## src/rtl/hex_display_mux.sv

```systemverilog
// hex_display_mux
// Time-multiplexed driver for a bank of common-segment 7-segment displays.
// A packed hex value is captured on a load strobe into a shadow register and
// committed to the active register only at frame boundaries, so a digit never
// shows a mix of old and new data within one scan. One digit is lit at a time
// for SCAN_DIV clock cycles; the full hex range 0-F is decoded.
//
// Optional feature, selected at build time:
//   LEADING_ZERO_BLANK_EN - blank digits above the most significant nonzero
//                           nibble (digit 0 is never blanked).
//
// Outputs seg/dp/an/frame are registered. seg/dp/an are computed from the
// digit index and active register of the previous cycle. frame is delayed so
// that it rises in the same cycle that an returns to digit 0.

module hex_display_mux #(
    parameter int DIGITS   = 4,
    parameter int SCAN_DIV = 1000
) (
    input  logic                  clk,
    input  logic                  rst,
    input  logic [4*DIGITS-1:0]   value,
    input  logic [DIGITS-1:0]     dp_mask,
    input  logic                  load,
    output logic [6:0]            seg,
    output logic                  dp,
    output logic [DIGITS-1:0]     an,
    output logic                  frame
);

    // Counter widths; a single-value counter still needs one bit.
    localparam int PW = (SCAN_DIV > 1) ? $clog2(SCAN_DIV) : 1;
    localparam int IW = (DIGITS > 1) ? $clog2(DIGITS) : 1;

    localparam logic [PW-1:0] PRESC_LAST = PW'(SCAN_DIV - 1);
    localparam logic [PW-1:0] PRESC_STEP = PW'(1);
    localparam logic [IW-1:0] IDX_LAST   = IW'(DIGITS - 1);
    localparam logic [IW-1:0] IDX_STEP   = IW'(1);

    // Scan timing state
    logic [PW-1:0]          presc_reg, presc_next;
    logic [IW-1:0]          idx_reg, idx_next;
    logic                   wrap;
    logic                   boundary;

    // Load / commit state
    logic [4*DIGITS-1:0]    shadow_val_reg, shadow_val_next;
    logic [DIGITS-1:0]      shadow_dp_reg, shadow_dp_next;
    logic                   pending_reg, pending_next;
    logic [4*DIGITS-1:0]    active_val_reg, active_val_next;
    logic [DIGITS-1:0]      active_dp_reg, active_dp_next;
    logic                   commit;

    // Display path
    logic [3:0]             nibble [DIGITS];
    logic [DIGITS-1:0]      blank;
    logic [DIGITS-1:0]      an_next;
    logic [3:0]             cur_nibble;
    logic                   cur_dp;
    logic                   cur_blank;
    logic [6:0]             seg_next;
    logic                   dp_next;

    // Output registers
    logic [6:0]             seg_reg;
    logic                   dp_reg;
    logic [DIGITS-1:0]      an_reg;
    logic                   boundary_q_reg;
    logic                   frame_reg;

    // Hex nibble to active-high segments, bit0 = a ... bit6 = g.
    function automatic logic [6:0] hex_to_seg(input logic [3:0] n);
        logic [6:0] s;
        case (n)
            4'h0:    s = 7'h3F;
            4'h1:    s = 7'h06;
            4'h2:    s = 7'h5B;
            4'h3:    s = 7'h4F;
            4'h4:    s = 7'h66;
            4'h5:    s = 7'h6D;
            4'h6:    s = 7'h7D;
            4'h7:    s = 7'h07;
            4'h8:    s = 7'h7F;
            4'h9:    s = 7'h6F;
            4'hA:    s = 7'h77;
            4'hB:    s = 7'h7C;
            4'hC:    s = 7'h39;
            4'hD:    s = 7'h5E;
            4'hE:    s = 7'h79;
            default: s = 7'h71;
        endcase
        return s;
    endfunction

    // Prescaler and digit index: advance the digit on every prescaler wrap.
    always_comb begin
        wrap       = (presc_reg == PRESC_LAST);
        boundary   = wrap && (idx_reg == IDX_LAST);
        presc_next = wrap ? '0 : presc_reg + PRESC_STEP;
        idx_next   = idx_reg;
        if (wrap) begin
            idx_next = (idx_reg == IDX_LAST) ? '0 : idx_reg + IDX_STEP;
        end
    end

    // Shadow capture and frame-boundary commit; a load on the boundary
    // cycle bypasses the shadow so the newest value is never lost.
    always_comb begin
        shadow_val_next = shadow_val_reg;
        shadow_dp_next  = shadow_dp_reg;
        pending_next    = pending_reg;
        active_val_next = active_val_reg;
        active_dp_next  = active_dp_reg;
        commit          = boundary && (pending_reg || load);

        if (load) begin
            shadow_val_next = value;
            shadow_dp_next  = dp_mask;
        end

        if (commit) begin
            active_val_next = load ? value   : shadow_val_reg;
            active_dp_next  = load ? dp_mask : shadow_dp_reg;
            pending_next    = 1'b0;
        end else if (load) begin
            pending_next    = 1'b1;
        end
    end

    // Per-digit slices of the active value and one-hot digit enables.
    generate
        for (genvar gi = 0; gi < DIGITS; gi++) begin : g_digit
            assign nibble[gi]  = active_val_reg[4*gi +: 4];
            assign an_next[gi] = (idx_reg == IW'(gi));
        end
    endgenerate

`ifdef LEADING_ZERO_BLANK_EN
    // A digit is blanked when it and every digit above it are zero;
    // digit 0 always shows so that a zero value reads as "0".
    generate
        for (genvar gi = 0; gi < DIGITS; gi++) begin : g_blank
            if (gi == 0) begin : g_lsd
                assign blank[gi] = 1'b0;
            end else begin : g_upper
                assign blank[gi] = (active_val_reg[4*DIGITS-1:4*gi] == '0);
            end
        end
    endgenerate
`else
    assign blank = '0;
`endif

    // Select the lit digit's nibble, decimal point and blanking, then decode.
    always_comb begin
        cur_nibble = 4'h0;
        cur_dp     = 1'b0;
        cur_blank  = 1'b0;
        for (int i = 0; i < DIGITS; i++) begin
            if (idx_reg == IW'(i)) begin
                cur_nibble = nibble[i];
                cur_dp     = active_dp_reg[i];
                cur_blank  = blank[i];
            end
        end
        seg_next = cur_blank ? 7'h00 : hex_to_seg(cur_nibble);
        dp_next  = cur_dp && !cur_blank;
    end

    // Scan, shadow and active state; reset discards any uncommitted load.
    always_ff @(posedge clk) begin
        if (rst) begin
            presc_reg      <= '0;
            idx_reg        <= '0;
            shadow_val_reg <= '0;
            shadow_dp_reg  <= '0;
            pending_reg    <= 1'b0;
            active_val_reg <= '0;
            active_dp_reg  <= '0;
        end else begin
            presc_reg      <= presc_next;
            idx_reg        <= idx_next;
            shadow_val_reg <= shadow_val_next;
            shadow_dp_reg  <= shadow_dp_next;
            pending_reg    <= pending_next;
            active_val_reg <= active_val_next;
            active_dp_reg  <= active_dp_next;
        end
    end

    // Registered pin drivers; frame is delayed a second stage so it lines
    // up with the first cycle that an shows digit 0 again.
    always_ff @(posedge clk) begin
        if (rst) begin
            seg_reg        <= 7'h00;
            dp_reg         <= 1'b0;
            an_reg         <= '0;
            boundary_q_reg <= 1'b0;
            frame_reg      <= 1'b0;
        end else begin
            seg_reg        <= seg_next;
            dp_reg         <= dp_next;
            an_reg         <= an_next;
            boundary_q_reg <= boundary;
            frame_reg      <= boundary_q_reg;
        end
    end

    assign seg   = seg_reg;
    assign dp    = dp_reg;
    assign an    = an_reg;
    assign frame = frame_reg;

endmodule

```

## config.mk

```make
export PLATFORM = sky130hd
export DESIGN_NAME = hex_display_mux
export DESIGN_NICKNAME = d
export VERILOG_FILES = /design/src/rtl/hex_display_mux.sv
export SDC_FILE = /design/constraint.sdc
export NUM_CORES = 1
export LEC_CHECK = 0
export CAP_MARGIN = 10
export CORE_MARGIN = 2
export CORE_UTILIZATION = 59
export CTS_CLUSTER_DIAMETER = 60
export CTS_CLUSTER_SIZE = 28
export DETAILED_ROUTE_END_ITERATION = 8
export GPL_TIMING_DRIVEN = 0
export PLACE_DENSITY = 0.85
export SLEW_MARGIN = 20
export SYNTH_ARGS = -nofsm -noshare
export SYNTH_HDL_FRONTEND = slang
export SYNTH_SLANG_ARGS = --single-unit
```

## constraint.sdc

```tcl
create_clock -name clk -period 7.2 [get_ports clk]
set_clock_uncertainty 0.1 [all_clocks]
set_input_delay 0.72 -clock clk [delete_from_list [all_inputs] [get_ports clk]]
set_output_delay 0.72 -clock clk [all_outputs]
set_load 0.01 [all_outputs]
```

# After elaboration in Yosys (flattened, before gate mapping)
# Memory sizes are Yosys's and may differ from the RTL's. A register that Yosys moved wholly into a read port is not among the register bits.
# Index checks and enable logic that the tools add are counted.
[word_totals] register_bits=60 mem_bits_ro=112 in_bits=23 n_memories=1
[op_classes] add_sub_neg=2 n_eq_ne=4 n_mux=11 n_reduce_logical=6
[memory_table] memory="(no name shown)" words=16 width=7 rd=1 rd_clocked_by_memory_dff=1 write_ports=0 line="74" source="case (n)"
[ops] op="4-bit two-way mux" n=5
[ops] op="16-bit two-way mux" n=1
[ops] op="10-bit by 1-bit adder with 10-bit output, second input constant" n=1
[ops] op="10-bit == test, second input constant" n=1
[ops] op="2-bit == test, second input constant" n=2
[ops] op="1-bit two-way mux" n=4
[ops] op="2-bit OR reduction" n=2
[ops] op="2-bit by 1-bit adder with 2-bit output, second input constant" n=1
[ops] op="2-bit by 1-bit == test with 1-bit output, second input constant" n=1
[ops] op="1-bit logical AND" n=2
[ops] op="2-bit zero test" n=1
[ops] op="2-bit two-way mux" n=1
[ops] op="1-bit logical OR" n=1

# Longest topological paths before layout
# Gate-level depths: netlist of the first run.
[depth] depth_word=5 mapped_depth=11

# Least setup slack after synthesis of the first run
# Ideal clock, no wire load.
[synth_timing] path_kind="reg2reg" from="register idx_reg[1]" to="register seg_reg[4] (netlist: seg[4])" arrival_ns=2.393 required_time_ns=7.013 slack_ns=4.620 stages_incl_launch_ff=11 path_buffers=1 path_cell_list="dfxtp_1 -> inv_1 -> ha_1 -> clkbuf_1 -> nor2b_1 -> a22oi_1 -> a221oi_1 -> inv_1 -> ha_1 -> mux2_2 -> a211oi_1"
[synth_via] elab_cells_between_ends=8 cone_classes="eq/ne: 3; mux: 4; reduce/logical: 1"
[synth_rtl] item="start, declared" line="42" source="logic [IW-1:0] idx_reg, idx_next;"
[synth_rtl] item="start signal, assigned" line="182" source="idx_reg <= idx_next;"
[synth_rtl] item="2-bit by 1-bit == test with 1-bit output"
[synth_rtl] item="net an_next[1]" line="57" source="logic [DIGITS-1:0] an_next;"
[synth_rtl] item="4-bit two-way mux (3 in a row)" line="160" source="if (idx_reg == IW'(i)) begin"
[synth_rtl] item="end, declared" line="65" source="logic [6:0] seg_reg;"
# The timed path passes the listed nets, and every way through them passes these cells.
# A chain may end at the register's enable or synchronous reset.

# Final worst setup path of the first run
# Same ends and word-level chain as after synthesis.

==> run_results.csv, run 1 <==
group,metric,value,unit
grt,overflow,0,
layout,multi_input_area,1380,sq um
routing,dr.pass1.iters,4,
timing,finalHoldViolCount,0,
layout,seq_area,1340,sq um
synth,ys_ff_latch,67,
status,status,"complete, no violations",
layout,final_cell_area,3470,sq um
pwr,p_seq_frac,0.507,
place,place_area,3260,sq um
critical_path,path_max_fanout,10,
grt,antenna_found_initial,0,
layout,n_fill_cell,364,
pwr,p_sw_frac,0.216,
pwr,powerDensity,218,nW/um^2
floorplanning,dieHeight,73.4,um
routing,drt_iter0_markers,168,
layout,antenna_cells,0,
timing,tightest_slew,0.911,ns
timing,setup_viol,0,
clock_tree,clock_latency,0.35,ns
clock_tree,cts-resized-gates,0,
clock_tree,clk_pin_slew_worst_paths,0.07,ns
synth,yosys_warnings,0,
synth,yosysUniqueCellTypes,40,
floorplanning,rows,25,
routing,drt-total-wl,5710,um
routing,vias_per_cell,5.50,
floorplanning,coreArea,4690,sq um
clock_tree,cts_tree,"done",
floorplanning,initial_utilization,0.606,
layout,areaGrowthSynthToFinish,22.0,%
routing,ant_nets,0,
critical_path,required,7.35,ns
pwr,clkPwrFrac,0.429,
clock_tree,cts.sinks,67,
clock_tree,cts_max_level,3,
pwr,worst_ir_drop_vdd,173,uV
place,portBuffers,35,
synth,syn_nets,322,
critical_path,crit_path_end_kind,"flop",
critical_path,cp-start-kind,"flop",
synth,synth_cells,287,
timing,setup_tns,0,ns
critical_path,worstPathArrival,3.33,ns
timing,finalCritPeriodShare,0.442,
min_path,hold_class,"flop to flop",
floorplanning,die-area,5390,sq um
place,dp_hpwl,3830,um
floorplanning,fp.dieW,73.4,um
flow_run,max_cap_viol_count,0,
critical_path,worst-setup-path-type,"flop to flop",
grt,grt_pass1_vias,2047,
clock_tree,clockBufferDepth,2,
timing,fmax,314,MHz
grt,grt_max_degree,11,
pwr,p_int,0.594,mW
timing,min_period,3.18,ns
layout,drive_gt1_frac,0.130,
pwr,netSwitchingPower,0.164,mW
routing,wl_per_cell,14.6,um
layout,layout.nets,368,
clock_tree,post_cts_buffers,0,
clock_tree,ctsHoldBuffers,0,
place,gp_congestion,0.741,
clock_tree,cts_made_buffers,9,
grt,groute.usage.overall,0.236,
pwr,combPwrFrac,0.064,
routing,vias,2157,
synth,postSynthAreaPerCell,9.91,sq um
clock_tree,cts_root_buffer,"clkbuf_8",
grt,grt_pass1_wl,9560,um
synth,netlist_area,2840,sq um
timing,slew_violations,0,
timing,slew_headroom,0.393,
timing,rsz0062_at_grt,"false",
pwr,p_leak,1.32,nW
synth,seq_area_frac_synth,0.472,
routing,route.detailed.drc,0,
floorplanning,io_pins,36,
[synth_stat cells]
master,n,area (sq um)
mux2_2,1,11.3
nor3b_4,1,18.8
and2_1,1,6.26
a22oi_1,2,15.0
xnor2_1,2,17.5
a221oi_1,2,17.5
nor3_1,6,30.0
inv_1,8,30.0
nor4_1,1,6.26
or4_4,1,11.3
nand4_2,1,12.5
a311oi_1,2,17.5
a21o_1,1,7.51
ha_1,12,150
clkbuf_1,7,26.3
nand2_1,13,48.8
a211oi_2,20,250
o31ai_1,1,7.51
nand2b_1,4,25.0
nor3b_1,4,30.0
dfxtp_1,67,1340
nor2_1,60,225
mux2i_1,21,210
nor2b_1,8,50.1
buf_2,2,10.0
a211o_1,1,8.76
a21oi_1,9,45.0
xor2_1,5,43.8
nand3_1,4,20.0
a311oi_2,1,15.0
or4_1,1,7.51
nand4_1,1,6.26
buf_6,2,22.5
a311o_1,1,10.0
a211oi_1,4,30.0
o21ai_0,1,5.00
buf_4,2,15.0
and3b_1,1,8.76
nand3b_1,2,15.0
buf_1,4,15.0
[critical path: stages, from the launching register on]
cell and delay, ns:
dfxtp_1 0.38, inv_1 0.08, ha_1 0.17, clkbuf_1 0.21, nor2b_1 0.21, a22oi_1 0.09, a221oi_1 0.77, inv_1 0.25
ha_1 0.31, mux2_2 0.28, a211oi_1 0.23
[cell type report]
| class | instances | area share |
|---|---|---|
| Clock buffer | 15 | 0.0509 |
| Multi-Input combinational cell | 195 | 0.399 |
| Tap cell | 54 | 0.0195 |
| Buffer | 17 | 0.0256 |
| Inverter | 8 | 0.00866 |
| Clock inverter | 1 | 0.00866 |
| Sequential cell | 67 | 0.387 |
| Timing Repair Buffer | 35 | 0.101 |
[placed cells by master, fill, tap and decap left out, types with 5 or more instances in the layout]
| cell type | instances |
|---|---|
| nand2_1 | 13 |
| mux2i_1 | 21 |
| a21oi_1 | 9 |
| clkbuf_1 | 10 |
| a211oi_2 | 20 |
| inv_1 | 8 |
| clkbuf_8 | 12 |
| nor2_1 | 60 |
| nor3_1 | 6 |
| nor2b_1 | 8 |
| ha_1 | 12 |
| dfxtp_1 | 67 |
| xor2_1 | 5 |
| clkdlybuf4s50_1 | 35 |
[layer usage]
metal / GRT usage / up-vias / share of wire
met4: 0.101 / 0 / 0.018
met2: 0.380 / 51 / 0.48
met5: 0 / - / 0
li1: - / 1077 / -
met3: 0.0645 / 13 / 0.044
met1: 0.298 / 1016 / 0.46
[stage by stage]
step                power (mW)  std cells  setup slack, ns  hold WS, ns   util
floorplan                0.417        287             4.62        0.314      -
global placement         0.440        376             4.16        0.330  0.695
detailed placement       0.441        376             4.12        0.336  0.695
CTS                      0.759        392             4.05        0.354  0.739
global route             0.777        392             3.67        0.360  0.739
finish                   0.758        392             4.02        0.352  0.739
[power groups by stage]
stage               logic [mW]  clock network (mW)  registers (mW)
floorplan               0.0243                   0           0.393
global placement        0.0473                   0           0.392
detailed placement      0.0483                   0           0.393
CTS                     0.0490               0.326           0.384
global route            0.0532               0.339           0.385
finish                  0.0484               0.325           0.384
[cells by family after synthesis]
group | count (synthesis) | synth area share
and+or+nand+nor | 109 | 0.183
DFF | 67 | 0.472
AOI/OAI and AO/OA | 45 | 0.151
buffers and inverters | 25 | 0.0418
muxes | 22 | 0.0779
adders and majority gates | 12 | 0.0528
xor gates and xnor gates | 7 | 0.0216
[final timing paths]
kind                            slack, ns  depth (start not counted)                 startpoint           endpoint
worst max-delay path                 4.02                         10    idx_reg[1]$_SDFFE_PP0N_  seg[4]$_SDFF_PP0_
worst min-delay path                 0.35                          1  boundary_q_reg$_SDFF_PP0_   frame$_SDFF_PP0_
worst max register to register       4.02                         10    idx_reg[1]$_SDFFE_PP0N_  seg[4]$_SDFF_PP0_
worst min register to register       0.35                          1  boundary_q_reg$_SDFF_PP0_   frame$_SDFF_PP0_
Note: power is estimated with default switching activity, not from simulation.
==> inputs of run 2 (changes only) <==
--- a/config.mk
+++ b/config.mk
@@ -7,12 +7,12 @@
 export LEC_CHECK = 0
 export CAP_MARGIN = 10
 export CORE_MARGIN = 2
-export CORE_UTILIZATION = 59
+export CORE_UTILIZATION = 49
 export CTS_CLUSTER_DIAMETER = 60
 export CTS_CLUSTER_SIZE = 28
 export DETAILED_ROUTE_END_ITERATION = 8
 export GPL_TIMING_DRIVEN = 0
-export PLACE_DENSITY = 0.85
+export PLACE_DENSITY = 0.76
 export SLEW_MARGIN = 20
 export SYNTH_ARGS = -nofsm -noshare
 export SYNTH_HDL_FRONTEND = slang
==> constraint.sdc (replaced) <==
create_clock -name clk -period 2.9 [get_ports clk]
set_clock_uncertainty 0.1 [all_clocks]
set_input_delay 0.29 -clock clk [delete_from_list [all_inputs] [get_ports clk]]
set_output_delay 0.29 -clock clk [all_outputs]
set_load 0.01 [all_outputs]
==> run_results.csv, run 2 (synthesized netlist as in run 1, its figures left out) <==
group,metric,value,unit
place,dp.cells,394,
layout,areaGrowthSynthToFinish,24.2,%
clock_tree,cts_tree,"done",
floorplanning,dieHeight,80.2,um
critical_path,worstPathArrival,2.83,ns
routing,drt-total-wl,5580,um
routing,vias,2157,
routing,dr.pass1.iters,4,
critical_path,required,3.06,ns
clock_tree,cts-resized-gates,2,
critical_path,crit_path_end_kind,"flop",
pwr,power,1.89,mW
grt,grt_pass1_wl,9110,um
grt,grt_pass1_vias,1954,
routing,vias_per_cell,5.26,
timing,finalHoldViolCount,0,
place,dp_hpwl,3790,um
clock_tree,clockBufferDepth,2,
clock_tree,cts_max_level,3,
routing,drt_iter0_markers,66,
floorplanning,rows,27,
floorplanning,die-area,6430,sq um
critical_path,crit_cells,10,
floorplanning,io_pins,36,
timing,setup_viol,0,
flow_run,max_cap_viol_count,0,
clock_tree,clk_pin_slew_worst_paths,0.07,ns
clock_tree,ctsHoldBuffers,0,
timing,rsz0062_at_grt,"false",
critical_path,crit_chain,"inv_1 > ha_1 > clkbuf_1 > nor2b_1 > a22oi_1 > a221oi_4 > inv_1 > ha_1 > mux2_2 > a211oi_1",
routing,wl_per_cell,13.6,um
routing,ant_nets,0,
clock_tree,cts.sinks,67,
layout,layout.nets,368,
critical_path,reg2reg_depth,10,
critical_path,path_max_fanout,10,
timing,min_period,2.67,ns
critical_path,crit_slowest_cell,"a221oi_4",
critical_path,cp-start-kind,"flop",
clock_tree,cts_root_buffer,"clkbuf_8",
clock_tree,clock_latency,0.35,ns
grt,groute.usage.overall,0.188,
clock_tree,cts_made_buffers,9,
critical_path,r2r_slack,0.23,ns
timing,slew_headroom,0.448,
routing,route.detailed.drc,0,
floorplanning,initial_utilization,0.513,
critical_path,worst-setup-path-type,"flop to flop",
timing,slew_violations,0,
pwr,powerDensity,535,nW/um^2
floorplanning,fp.dieW,80.2,um
min_path,min_path_cells,1,
grt,overflow,0,
place,gp_congestion,0.798,
layout,antenna_cells,0,
place,portBuffers,35,
critical_path,cp_slowest_stage_delay,0.42,ns
layout,layout_commonest_cell,"dfxtp_1",
pwr,p_leak,1.32,nW
timing,whs,0.340,ns
floorplanning,coreArea,5540,sq um
pwr,worst_ir_drop_vdd,431,uV
grt,grt_max_degree,12,
layout,finalNonFillerCells,410,
critical_path,crit_family,"compound AO/OA/AOI/OAI gates",
min_path,hold_class,"flop to flop",
status,status,"complete, no violations",
layout,drive_gt1_frac,0.142,
timing,finalCritPeriodShare,0.921,
layout,final_util,0.638,
clock_tree,post_cts_buffers,0,
timing,tightest_slew,0.828,ns
timing,fmax,374,MHz
layout,final_cell_mix,"dfxtp_1 (67), nor2_1 (60), clkdlybuf4s50_1 (35)",
grt,antenna_found_initial,0,
critical_path,path_buf_inv,3,
-- run 2: changes by cell type in the layout (fill, tap and decap cells not counted) --
cell | previous run | this run
clkbuf_1 | 10 | 8
a221oi_1 | 2 | 0
clkinvlp_4 | 0 | 2
a221oi_4 | 0 | 2
-- run 2: worst register-to-register path: stages, from the launching register on --
cell and delay, ns:
dfxtp_1 0.37, inv_1 0.08, ha_1 0.17, clkbuf_1 0.20
nor2b_1 0.20, a22oi_1 0.13, a221oi_4 0.42, inv_1 0.16
ha_1 0.26, mux2_2 0.27, a211oi_1 0.23
-- run 2: metal layers --
layer,share of wire,GRT usage,vias up
met5,0,0,-
met4,0.018,0.102,0
met3,0.052,0.0438,9
met2,0.47,0.290,55
met1,0.46,0.244,1014
li1,-,-,1079
-- run 2: layout make-up --
cell class | count | area, sq um
Timing Repair Buffer | 35 | 350
Tap cell | 72 | 90.1
Fill cell | 476 | 2010
Clock buffer | 13 | 169
Inverter | 8 | 30.0
Sequential cell | 67 | 1340
Multi-Input combinational cell | 195 | 1420
Buffer | 17 | 88.8
Clock inverter | 3 | 45.0
-- run 2: power breakdown --
part / internal, mW / switching [mW] / leakage, nW
Combinational: 0.0589 / 0.0603 / 0.675
Sequential: 0.946 / 0.00769 / 0.547
Clock: 0.468 / 0.350 / 0.102
-- run 2: path summary, 6_finish.rpt --
| path | from | end |
|---|---|---|
| worst max-delay path | idx_reg[1]$_SDFFE_PP0N_ | seg[4]$_SDFF_PP0_ |
| worst min-delay path | boundary_q_reg$_SDFF_PP0_ | frame$_SDFF_PP0_ |
| worst max register to register | idx_reg[1]$_SDFFE_PP0N_ | seg[4]$_SDFF_PP0_ |
| worst min register to register | boundary_q_reg$_SDFF_PP0_ | frame$_SDFF_PP0_ |
-- run 2: per-stage QoR --
step                cell area (sq um)  worst slack, ns  TNS (ns)
floorplan                        2840            0.320         0
CTS                              3510            0.131         0
global route                     3530           0.0174         0
finish                           3530            0.229         0
global placement                 3280           -0.149    -0.519
detailed placement               3280           -0.178    -0.675
